===== config.mk =====
export PLATFORM = sky130hd
export DESIGN_NAME = dmem_arbiter
export DESIGN_NICKNAME = d
export VERILOG_FILES = /design/src/rtl/dmem_arbiter.sv
export SDC_FILE = /design/constraint.sdc
export NUM_CORES = 1
export LEC_CHECK = 0
export BUFFER_PORTS_ARGS = -buffer_cell sky130_fd_sc_hd__buf_4
export CAP_MARGIN = 0
export CELL_PAD_IN_SITES_DETAIL_PLACEMENT = 1
export CELL_PAD_IN_SITES_GLOBAL_PLACEMENT = 1
export CORE_UTILIZATION = 35
export DETAILED_ROUTE_END_ITERATION = 8
export GPL_TIMING_DRIVEN = 0
export HOLD_SLACK_MARGIN = 0.02
export PLACE_DENSITY = 0.78
export RECOVER_POWER = 100
export SLEW_MARGIN = 40
export SYNTH_ARGS = -nofsm -noshare
export SYNTH_HDL_FRONTEND = slang
export SYNTH_SLANG_ARGS = --single-unit

===== constraint.sdc =====
create_clock -name clock -period 3.97 [get_ports clock]
set_input_delay 0.397 -clock clock [delete_from_list [all_inputs] [get_ports clock]]
set_output_delay 0.397 -clock clock [all_outputs]
set_load 0.05 [all_outputs]

===== src/rtl/dmem_arbiter.sv =====
// Two-port round-robin arbiter for a single-port synchronous data memory: grant one cycle after req, rvalid one cycle after a read grant.
// Backpressure: a losing requester holds req until granted; the same port is never granted in consecutive cycles.
module dmem_arbiter #(
   parameter int ADDR_W = 5,
   parameter int DATA_W = 8
) (
   input  logic              clock,
   input  logic              reset,
   input  logic              req0,
   input  logic              req1,
   input  logic              we0,
   input  logic              we1,
   input  logic [ADDR_W-1:0] addr0,
   input  logic [ADDR_W-1:0] addr1,
   input  logic [DATA_W-1:0] wdata0,
   input  logic [DATA_W-1:0] wdata1,
   output logic              gnt0,
   output logic              gnt1,
   output logic              rvalid0,
   output logic              rvalid1,
   output logic [DATA_W-1:0] rdata0,
   output logic [DATA_W-1:0] rdata1,
   output logic              mem_en,
   output logic              mem_we,
   output logic [ADDR_W-1:0] mem_addr,
   output logic [DATA_W-1:0] mem_wdata,
   input  logic [DATA_W-1:0] mem_rdata
);

   typedef enum logic {IDLE, ACCESS} state_t;

   state_t            state, state_nxt;
   logic              cur;          // port owning the current ACCESS cycle
   logic              last_served;
   logic              take;
   logic              pick;
   logic              lat_we;
   logic [ADDR_W-1:0] lat_addr;
   logic [DATA_W-1:0] lat_wdata;
   logic [DATA_W-1:0] rdata0_q;
   logic [DATA_W-1:0] rdata1_q;

   always_ff @(posedge clock or posedge reset) begin
      if (reset) state <= IDLE;
      else       state <= state_nxt;
   end

   // The winner's own req is ignored in ACCESS, so a port can never win twice in a row.
   always_comb begin
      state_nxt = state;
      take      = 1'b0;
      pick      = cur;
      case (state)
         IDLE: begin
            if (req0 || req1) begin
               take      = 1'b1;
               pick      = (req0 && req1) ? ~last_served : req1;
               state_nxt = ACCESS;
            end
         end
         ACCESS: begin
            if (cur ? req0 : req1) begin
               take      = 1'b1;
               pick      = ~cur;
               state_nxt = ACCESS;
            end else begin
               state_nxt = IDLE;
            end
         end
         default: state_nxt = IDLE;
      endcase
   end

   always_ff @(posedge clock or posedge reset) begin
      if (reset) begin
         cur         <= 1'b0;
         last_served <= 1'b1;
         lat_we      <= 1'b0;
         lat_addr    <= '0;
         lat_wdata   <= '0;
         rvalid0     <= 1'b0;
         rvalid1     <= 1'b0;
         rdata0_q    <= '0;
         rdata1_q    <= '0;
      end else begin
         if (take) begin
            cur       <= pick;
            lat_we    <= pick ? we1 : we0;
            lat_addr  <= pick ? addr1 : addr0;
            lat_wdata <= pick ? wdata1 : wdata0;
         end
         if (state == ACCESS) last_served <= cur;
         rvalid0 <= (state == ACCESS) && !lat_we && !cur;
         rvalid1 <= (state == ACCESS) && !lat_we && cur;
         if (rvalid0) rdata0_q <= mem_rdata;
         if (rvalid1) rdata1_q <= mem_rdata;
      end
   end

   // Memory data arrives the cycle after the grant; the holding regs keep it once rvalid drops.
   always_comb begin
      mem_en    = (state == ACCESS);
      mem_we    = (state == ACCESS) && lat_we;
      gnt0      = (state == ACCESS) && !cur;
      gnt1      = (state == ACCESS) && cur;
      mem_addr  = lat_addr;
      mem_wdata = lat_wdata;
      rdata0    = rvalid0 ? mem_rdata : rdata0_q;
      rdata1    = rvalid1 ? mem_rdata : rdata1_q;
   end

endmodule


-- After elaboration in Yosys (flattened, before gate mapping)
Cells that the tools add are included.
- memory bits (read-only): 0
- register bits after elaboration: 35
- bits in writable memories: 0
- input bits: 40
- bits in latches: 0
- memories kept: 0
- div/mod/pow operators: 0
- add/sub/neg operators: 0
- bitwise operators: 3
- multiplexer cells: 13
- equal/unequal tests: 0
- reductions and logical operators: 10
- $mul: 0
- $lt $le $gt $ge: 0
- shifts and indexed selects: 0
- operators with widths (cell ; count):
    two-way mux 8 bit ; 3
    logical AND 1 bit ; 7
    two-way mux 1 bit ; 7
    two-way mux 5 bit ; 1
    one-hot mux 1 bit (2 select lines) ; 2
    NOT 1 bit ; 3
    zero test 1 bit ; 2
    logical OR 1 bit ; 1

-- Depth between registers and ports, before layout
Gate-level depths: netlist (run 1).
- depth in word-level cells: 5
- gate-level depth with buffers: 5
- depth with buffers taken out: 4

-- Least setup slack after synthesis (run 1)
No wires, ideal clock.
- kind: register to output
- from: register rvalid0
- to: output port rdata0[0]
- arrival: 1.510 ns
- cell stages (with the launch flop): 3
- required time: 3.573 ns
- setup slack: 2.063 ns
- buffers on the path: 1
- path through: dfrtp_1 clkbuf_1 mux2_1
- longest elaborated chain between the ends: 1
- ends and longest elaborated chain (element ; RTL line ; RTL):
    from (decl) ; 19 ; output logic rvalid0,
    from (signal assigned) ; 93 ; rvalid0 <= (state == ACCESS) && !lat_we && !cur;
    two-way mux 8 bit ; 108 ; rdata0 = rvalid0 ? mem_rdata : rdata0_q;
    to (decl) ; 21 ; output logic [DATA_W-1:0] rdata0,
No other way between the ends.

-- Worst setup path in the final report (run 1)
- from: register state, in the netlist mem_en
- to: register lat_wdata[4], in the netlist mem_wdata[4]
- longest elaborated chain between the ends: 3
- ends and longest elaborated chain (element ; RTL line ; RTL):
    from (decl) ; 32 ; state_t state, state_nxt;
    from (signal assigned) ; 45 ; else state <= state_nxt;
    NOT 1 bit ; -- ;
    one-hot mux 1 bit (2 select lines) ; 53 ; case (state)
    two-way mux 8 bit ; 90 ; lat_wdata <= pick ? wdata1 : wdata0;
    to (signal assigned) ; 90 ;
    to (decl) ; 39 ; logic [DATA_W-1:0] lat_wdata;
Several ways; a longest one is shown, not always the timed one.
A chain may end at the register's enable or synchronous reset.

==> results.toml, run 1 <==
[clock_network]
ctsRootBufferMaster = "clkbuf_8"
cts_hold_buffers = 0
cts_setup_buffers = 0
cts_tree = "yes"
cts_buffers = 5
clkTransAtPathRegs_ns = 0.07
clk_latency_ns = 0.29
clock-sinks = 35
ctsResizeCount = 0
h-tree-depth = 2
cts.path.max_buffers = 2

[global_route]
track_usage_pct = 18.5
grt_pass1_vias = 1231
grt_pass1_wl_um = 5890
grt_max_degree = 36
grt_overflow = 0
antenna_found_initial = 0

[critical_path]
crit_family = "compound AO/OA/AOI/OAI gates"
path_class = "reg2reg"
cp.required_ns = 4.12
cpPeakStageDelay_ns = 0.61
arrival_ns = 2.65
reg2regPathDepth = 5
slowest_stage = "clkbuf_1"
crit_fanout = 10
r2r_start = "mem_en$_DFF_PP0_"
cp-end-kind = "flop"
cp-start-kind = "flop"
cp_num_cells = 5
crit_chain = "mux2_1 > o22ai_1 > clkbuf_1 > mux2i_1 > a21oi_1"
path_buf_inv = 1
cp-startpoint = "mem_en$_DFF_PP0_"

[placement]
dpl.cell_count = 236
gp_congestion = 0.644
dp_hpwl_um = 2970
portBuffers = 74

[hold_path]
min_from = "mem_rdata[0]"
min_path_type = "in2reg"
whs_path_depth = 2

[sta]
hold_viol_final = 0
setup_viol = 0
skew_ns = 0.00358
worst_pin_slew_ns = 1.52
min_period_ns = 2.50
tns_ns = 0
max_freq_ghz = 0.400
period_share_pct = 63.0
slew_headroom_pct = -1.85
rsz0062_at_grt = "no"
slew_violations = 36

[floorplanning]
boundaryPins = 75
die_w_um = 66.6
core_mm2 = 0.00400
start_util_pct = 36.5
chipHeight_um = 66.6
rows = 23
die_area_mm2 = 0.00443

[job]
cap_violations = 1

[yosys]
synthTopCellsByCount = "dfrtp_1 (34), nor2_1 (16), a21oi_1 (15), mux2i_1 (15), mux2_1 (13)"
ys.flop_type = "dfrtp_1"
synth_warnings = 0
synth_enable_flop_cells = 0
synth_top_cell_by_area = "dfrtp_1"
synth_seq_cells = 35
yosysTopAreaCellShare_pct = 58.3
synth.top_cells.by_area = "dfrtp_1 (58%), mux2i_1 (10%), mux2_1 (10%)"
synth_cell_types = 15
synthArstFlopShare_pct = 100
synth.avg_cell_area_um2 = 13.0
ys_seq_area_share_pct = 60.1
synthesis.area_mm2 = 0.00146
yosysMostFrequentCell = "dfrtp_1"
syn_inst = 112
syn_nets = 152

[status]
outcome = "finished, violations left"
violations = "capacitance limit, slew limit"

[detailed_routing]
drc = 0
post_drt_via_cell_ratio = 4.80
antenna_left = 0
drt-total-wl_um = 3770
via_count = 1171
drt_iter0_markers = 20
post_drt_wl_per_cell_um = 15.5
firstDrtPassIters = 4

[layout]
drive_gt1_share_pct = 25.8
nNetsFinal = 233
fillers = 475
multi_input_area_um2 = 517
area_growth_syn_to_layout_pct = 36.6
finalNonFillerCells = 244
antenna_cells = 0
seqCellArea_um2 = 877

[power_and_ir_drop]
ir_drop_mv = 0.243
leakagePower_uw = 0.000918
power_density_mw_per_mm2 = 804
-- layer usage --
| metal | part of all wire [%] | vias up | global-route usage, % | wire [µm] |
|---|---|---|---|---|
| met3 | 8.9 | 5 | 6.34 | 335 |
| met4 | 1.4 | 0 | 7.98 | 53 |
| met5 | 0 | - | 0 | 0 |
| met1 | 38 | 567 | 19.0 | 1430 |
| met2 | 52 | 57 | 33.5 | 1960 |
| li1 | - | 542 | - | - |
-- worst register-to-register path: stages (launching register included) --
cell and delay [ns]:
dfrtp_1 0.43, mux2_1 0.37, o22ai_1 0.59, clkbuf_1 0.61, mux2i_1 0.28, a21oi_1 0.09
-- final timing paths --
path                                       endpoint  slack [ns]
min in group asynchronous        lat_we$_DFFE_PP0P_        0.47
max reg2reg                mem_wdata[4]$_DFFE_PP0P_        1.47
max                        mem_wdata[4]$_DFFE_PP0P_        1.47
min                           rdata1_q[0]$_DFF_PP0_        0.36
max in group asynchronous  mem_wdata[2]$_DFFE_PP0P_        2.80
min reg2reg                   rdata1_q[2]$_DFF_PP0_        0.48
-- power by group --
group	total (µW)	internal [µW]	switching [µW]	leakage, µW
logic	822	170	652	0.000470
clock network	248	123	125	0.0000422
registers	533	486	47.0	0.000406
-- stage by stage --
stage	utilization (%)	setup WS [ns]	power [µW]	cell area [µm²]	hold WS [ns]
final	49.9	1.47	1600	1990	0.364
after CTS	54.0	1.90	1760	2160	0.267
after global placement	52.0	2.26	1480	2080	0.466
after floorplan	-	2.06	1210	1460	0.439
after detailed placement	52.0	2.21	1510	2080	0.476
after global routing	49.9	1.27	1680	1990	0.365
-- flip-flops by register name, indices dropped and copies added (netlist names) --
register     count
rdata1_q         8
rdata0_q         8
rvalid0          1
lat_we           1
mem_addr         5
last_served      1
cur              1
mem_wdata        8
rvalid1          1
mem_en           1
-- logic make-up (layout without fill, tap and decap cells) --
logic type             after synthesis  after routing  synth area share [%]
AOI/OAI and AO/OA                   16             16                  6.51
buffers and inverters                8             90                  3.34
DFF                                 35             35                  60.1
muxes                               32             32                  23.6
and+or+nand+nor                     21             21                  6.43
-- cell usage in the layout, fill, tap and decap left out --
master / synthesis / layout
nor2b_1: 3 / 3
clkinv_2: 0 / 1
dfrtp_1: 34 / 34
clkinvlp_2: 0 / 1
inv_1: 2 / 1
mux2i_1: 15 / 15
clkbuf_8: 0 / 5
clkbuf_1: 3 / 42
clkbuf_4: 0 / 1
buf_4: 0 / 38
a21oi_1: 15 / 15
dfstp_2: 1 / 1
mux2_1: 13 / 17
nor2_1: 16 / 16
and2_2: 2 / 2
buf_2: 2 / 1
o22ai_1: 0 / 1
-- cell type report --
class	count	share of cell area [%]
Buffer	6	1.19
Clock buffer	7	3.83
Clock inverter	1	0.251
Inverter	2	0.439
Multi-Input combinational cell	69	25.9
Sequential cell	35	44.0
Tap cell	50	3.14
Timing Repair Buffer	74	21.3
(Power assumes the default switching activity.)
==> inputs of run 2 (changes only) <==
--- a/config.mk
+++ b/config.mk
@@ -9,11 +9,11 @@
 export CAP_MARGIN = 0
 export CELL_PAD_IN_SITES_DETAIL_PLACEMENT = 1
 export CELL_PAD_IN_SITES_GLOBAL_PLACEMENT = 1
-export CORE_UTILIZATION = 35
+export CORE_UTILIZATION = 30
 export DETAILED_ROUTE_END_ITERATION = 8
 export GPL_TIMING_DRIVEN = 0
 export HOLD_SLACK_MARGIN = 0.02
-export PLACE_DENSITY = 0.78
+export PLACE_DENSITY = 0.71
 export RECOVER_POWER = 100
 export SLEW_MARGIN = 40
 export SYNTH_ARGS = -nofsm -noshare
==> constraint.sdc (replaced) <==
create_clock -name clock -period 2.3 [get_ports clock]
set_input_delay 0.23 -clock clock [delete_from_list [all_inputs] [get_ports clock]]
set_output_delay 0.23 -clock clock [all_outputs]
set_load 0.05 [all_outputs]
==> results.toml, run 2 (synthesis results as in run 1) <==
[layout]
nNetsFinal = 233
finalNonFillerCells = 247
layout_common_cells = "buf_4 (38), dfrtp_1 (34), clkbuf_1 (23)"
antenna_cells = 0
area_growth_syn_to_layout_pct = 40.8
drive_gt1_share_pct = 35.8
final_common_cell = "buf_4"

[power_and_ir_drop]
power.total_uw = 2830
leakagePower_uw = 0.000982
power_density_mw_per_mm2 = 1380
switching_share_pct = 49.8
ir_drop_mv = 0.434
pwr-share-comb_pct = 52.0
seq_power_share_pct = 32.4
p_int_uw = 1420
power_frac_clock_pct = 15.6
switchingPower_uw = 1410

[critical_path]
slowest_stage = "mux2_1"
crit_fanout = 8
r2r_start = "mem_en$_DFF_PP0_"
path_buf_inv = 2
rr_endpoint = "mem_wdata[2]$_DFFE_PP0P_"
path_class = "reg2out"
crit_chain = "clkbuf_1 > mux2_1 > clkbuf_2"
reg2regPathDepth = 5
arrival_ns = 1.69
r2r_slack_ns = 0.54
cpPeakStageDelay_ns = 0.41
crit_family = "buffers and inverters"
cp-end-kind = "output pin"
cp-start-kind = "flop"
cp.required_ns = 2.07

[hold_path]
whs_path_depth = 2
min_from = "mem_rdata[7]"
min_path_type = "in2reg"
whs_endpoint = "rdata0_q[7]$_DFF_PP0_"

[floorplanning]
boundaryPins = 75
die_w_um = 71.8
rows = 25
die_area_mm2 = 0.00515
core_mm2 = 0.00469
start_util_pct = 31.1
chipHeight_um = 71.8

[detailed_routing]
firstDrtPassIters = 6
antenna_left = 0
drc = 0
drt-total-wl_um = 3590
drt_iter0_markers = 34
via_count = 1155
post_drt_via_cell_ratio = 4.68
post_drt_wl_per_cell_um = 14.5

[clock_network]
cts_buffers = 5
cts.path.max_buffers = 2
clkTransAtPathRegs_ns = 0.06
ctsResizeCount = 0
clk_latency_ns = 0.28
h-tree-depth = 2
cts_hold_buffers = 0
ctsRootBufferMaster = "clkbuf_8"
cts_setup_buffers = 0
cts_tree = "yes"
clock-sinks = 35

[sta]
skew_ns = 0.00281
tns_ns = 0
period_share_pct = 83.6
rsz0062_at_grt = "no"
setup_viol = 0
slew_headroom_pct = -3.34
max_freq_ghz = 0.520
min_period_ns = 1.92
worst_pin_slew_ns = 1.54
hold_viol_final = 0
slew_violations = 36

[job]
cap_violations = 1

[placement]
portBuffers = 74
gp_congestion = 0.681
dp_hpwl_um = 2820
dpl.cell_count = 240

[status]
violations = "capacitance limit, slew limit"
outcome = "finished, violations left"

[global_route]
track_usage_pct = 14.9
antenna_found_initial = 0
grt_max_degree = 36
grt_pass1_vias = 1277
grt_overflow = 0
grt_pass1_wl_um = 5770
## run 2: cell count changes in the layout (fill, tap and decap cells not counted)
cell      before  now
clkbuf_2       0   16
o22ai_1        1    0
o22ai_4        0    1
clkbuf_1      42   23
buf_12         0    1
clkbuf_8       5    6
## run 2: power groups by stage
stage,Combinational [µW],Sequential [µW],Clock [µW]
4_1_cts,1670,924,464
3_5_place_dp,1660,934,0
6_report,1470,917,441
5_1_grt,1540,946,491
2_1_floorplan,937,1140,0
3_3_place_gp,1640,920,0
## run 2: area by class of cell
cell class / instances / area (µm²)
buffer: 6 / 40.0
clock buffer: 6 / 82.6
timing repair buffer: 74 / 444
tap: 54 / 67.6
sequential: 35 / 877
multi-input combinational: 69 / 531
inverter: 2 / 8.76
clock inverter: 1 / 5.00
fill: 527 / 2640
## run 2: routing by layer
layer | global-route usage, % | part of all wire, %
met1 | 15.2 | 38
met2 | 26.0 | 50
met3 | 7.03 | 9.7
met4 | 6.75 | 1.7
met5 | 0 | 0
## run 2: worst max path at each step
| stage | start | to | slack, ns | cells after the start |
|---|---|---|---|---|
| after CTS | rvalid1$_DFF_PP0_ | rdata1[0] | 0.39 | 3 |
| after global routing | rvalid1$_DFF_PP0_ | rdata1[0] | 0.27 | 3 |
| after detailed placement | mem_en$_DFF_PP0_ | mem_wdata[2]$_DFFE_PP0P_ | 0.61 | 5 |
| after floorplan | mem_en$_DFF_PP0_ | mem_addr[0]$_DFFE_PP0P_ | 0.47 | 5 |
| after global placement | mem_en$_DFF_PP0_ | mem_wdata[2]$_DFFE_PP0P_ | 0.64 | 5 |
| final | rvalid1$_DFF_PP0_ | rdata1[7] | 0.38 | 3 |
## run 2: stage by stage
step,setup slack (ns),cell area (µm²),hold WS [ns],utilization [%]
floorplan,0.473,1460,0.384,-
global placement,0.642,2080,0.469,44.4
detailed placement,0.605,2080,0.415,44.4
CTS,0.386,2170,0.104,46.3
global route,0.267,2060,0.195,43.8
finish,0.378,2060,0.200,43.8
==> inputs of run 3 (changes only) <==
--- a/config.mk
+++ b/config.mk
@@ -9,11 +9,11 @@
 export CAP_MARGIN = 0
 export CELL_PAD_IN_SITES_DETAIL_PLACEMENT = 1
 export CELL_PAD_IN_SITES_GLOBAL_PLACEMENT = 1
-export CORE_UTILIZATION = 30
+export CORE_UTILIZATION = 33
 export DETAILED_ROUTE_END_ITERATION = 8
 export GPL_TIMING_DRIVEN = 0
 export HOLD_SLACK_MARGIN = 0.02
-export PLACE_DENSITY = 0.71
+export PLACE_DENSITY = 0.74
 export RECOVER_POWER = 100
 export SLEW_MARGIN = 40
 export SYNTH_ARGS = -nofsm -noshare
==> constraint.sdc (replaced) <==
create_clock -name clock -period 2.01 [get_ports clock]
set_input_delay 0.201 -clock clock [delete_from_list [all_inputs] [get_ports clock]]
set_output_delay 0.201 -clock clock [all_outputs]
set_load 0.05 [all_outputs]
==> results.toml, run 3 (synthesis results as in run 1) <==
[status]
outcome = "finished, final reports clean"

[global_route]
track_usage_pct = 16.9
antenna_found_initial = 0
grt_pass1_vias = 1162
grt_max_degree = 36
grt_overflow = 0
grt_pass1_wl_um = 5540

[clock_network]
ctsResizeCount = 0
cts.path.max_buffers = 2
clock-sinks = 35
h-tree-depth = 2
clk_latency_ns = 0.28
ctsRootBufferMaster = "clkbuf_8"
clkTransAtPathRegs_ns = 0.07
cts_buffers = 5
cts_setup_buffers = 0
cts_tree = "yes"

[detailed_routing]
drc = 0
drt_iter0_markers = 20
via_count = 1157
antenna_left = 0
drt-total-wl_um = 3720
post_drt_via_cell_ratio = 4.72
post_drt_wl_per_cell_um = 15.2
firstDrtPassIters = 2

[critical_path]
cp-end-kind = "flop"
r2r_start = "mem_en$_DFF_PP0_"
path_buf_inv = 1
slowest_stage = "o22ai_2"
path_class = "reg2reg"
crit_fanout = 10
crit_chain = "mux2_1 > o22ai_2 > buf_12 > mux2i_1 > a21oi_1"
crit_family = "multiplexers"
cp.required_ns = 2.15
cp-start-kind = "flop"
arrival_ns = 2.01
cp-startpoint = "mem_en$_DFF_PP0_"
cpPeakStageDelay_ns = 0.43

[layout]
fillers = 474
nNetsFinal = 234
layout_common_cells = "buf_4 (46), dfrtp_1 (34), clkbuf_1 (23)"
final_common_cell = "buf_4"
drive_gt1_share_pct = 35.4
area_growth_syn_to_layout_pct = 45.2
antenna_cells = 0

[floorplanning]
chipHeight_um = 68.5
boundaryPins = 75
rows = 23
core_mm2 = 0.00412
start_util_pct = 35.5
die_area_mm2 = 0.00469
die_w_um = 68.5

[job]
cap_violations = 0

[power_and_ir_drop]
power_density_mw_per_mm2 = 1640
ir_drop_mv = 0.523
power.total_uw = 3470
leakagePower_uw = 0.00101

[sta]
max_freq_ghz = 0.536
hold_viol_final = 0
worst_pin_slew_ns = 1.34
min_period_ns = 1.86
slew_headroom_pct = 10.8
tns_ns = 0
rsz0062_at_grt = "no"
period_share_pct = 92.8
setup_viol = 0
slew_violations = 0
skew_ns = 0.00261

[placement]
portBuffers = 74
gp_congestion = 0.650
dp_hpwl_um = 2810

[hold_path]
min_from = "mem_rdata[3]"
min_path_type = "in2reg"
run 3: changes by cell type in the layout (fill, tap and decap cells not counted), sizes merged:
cell and delta:
dlygate4sd3 +1, inv +1, buf +9, clkinvlp -1, bufinv +1, clkbuf -9
run 3: cell type report:
class,instances,area (µm²),share of cell area [%]
clock inverter,2,35.0,1.65
inverter,2,7.51,0.354
clock buffer,6,82.6,3.90
timing repair buffer,75,492,23.2
sequential,35,877,41.4
buffer,6,40.0,1.89
multi-input combinational,69,523,24.7
tap,50,62.6,2.95
run 3: repair_timing:
| item | CTS | global route |
|---|---|---|
| hold endpoints to repair | 0 | 22 |
| hold buffers | 0 | 1 |
| endpoints found under the setup margin | 0 | 0 |
run 3: path summary, 6_finish.rpt:
kind	end	slack [ns]	depth (start not counted)
setup / recovery	mem_addr[0]$_DFFE_PP0P_	0.15	5
hold / removal	rdata0_q[3]$_DFF_PP0_	0.17	2
setup reg to reg	mem_addr[0]$_DFFE_PP0P_	0.15	5
hold reg to reg	rvalid0$_DFF_PP0_	0.47	1
max in group asynchronous	rvalid1$_DFF_PP0_	0.36	3
min in group asynchronous	rdata0_q[0]$_DFF_PP0_	0.87	3
run 3: layer usage:
metal  share of wire, %  up-vias  track usage, %
met1                 39      560            18.3
met4               0.83        0            4.69
met3                8.0        4            6.91
li1                   -      544               -
met5                  0        -               0
met2                 52       49            30.0
run 3: power by group:
group | switching, µW | internal, µW
logic | 1280 | 487
clock network | 251 | 401
registers | 92.5 | 959
total | 1630 | 1850
run 3: metrics by stage:
stage               area, µm²  utilization [%]  setup WS (ns)  std cells  hold slack (ns)
floorplan                1460                -          0.183        112            0.355
global placement         2080             50.5          0.360        236            0.455
detailed placement       2080             50.5          0.298        236            0.390
CTS                      2200             53.4         0.0967        244           0.0796
global route             2120             51.5         0.0211        245            0.160
finish                   2120             51.5          0.145        245            0.170
run 3: worst reg2reg max path: stages, from the launching register on:
cell and delay, ns:
dfrtp_1 0.42, mux2_1 0.37, o22ai_2 0.43, buf_12 0.21, mux2i_1 0.21, a21oi_1 0.09
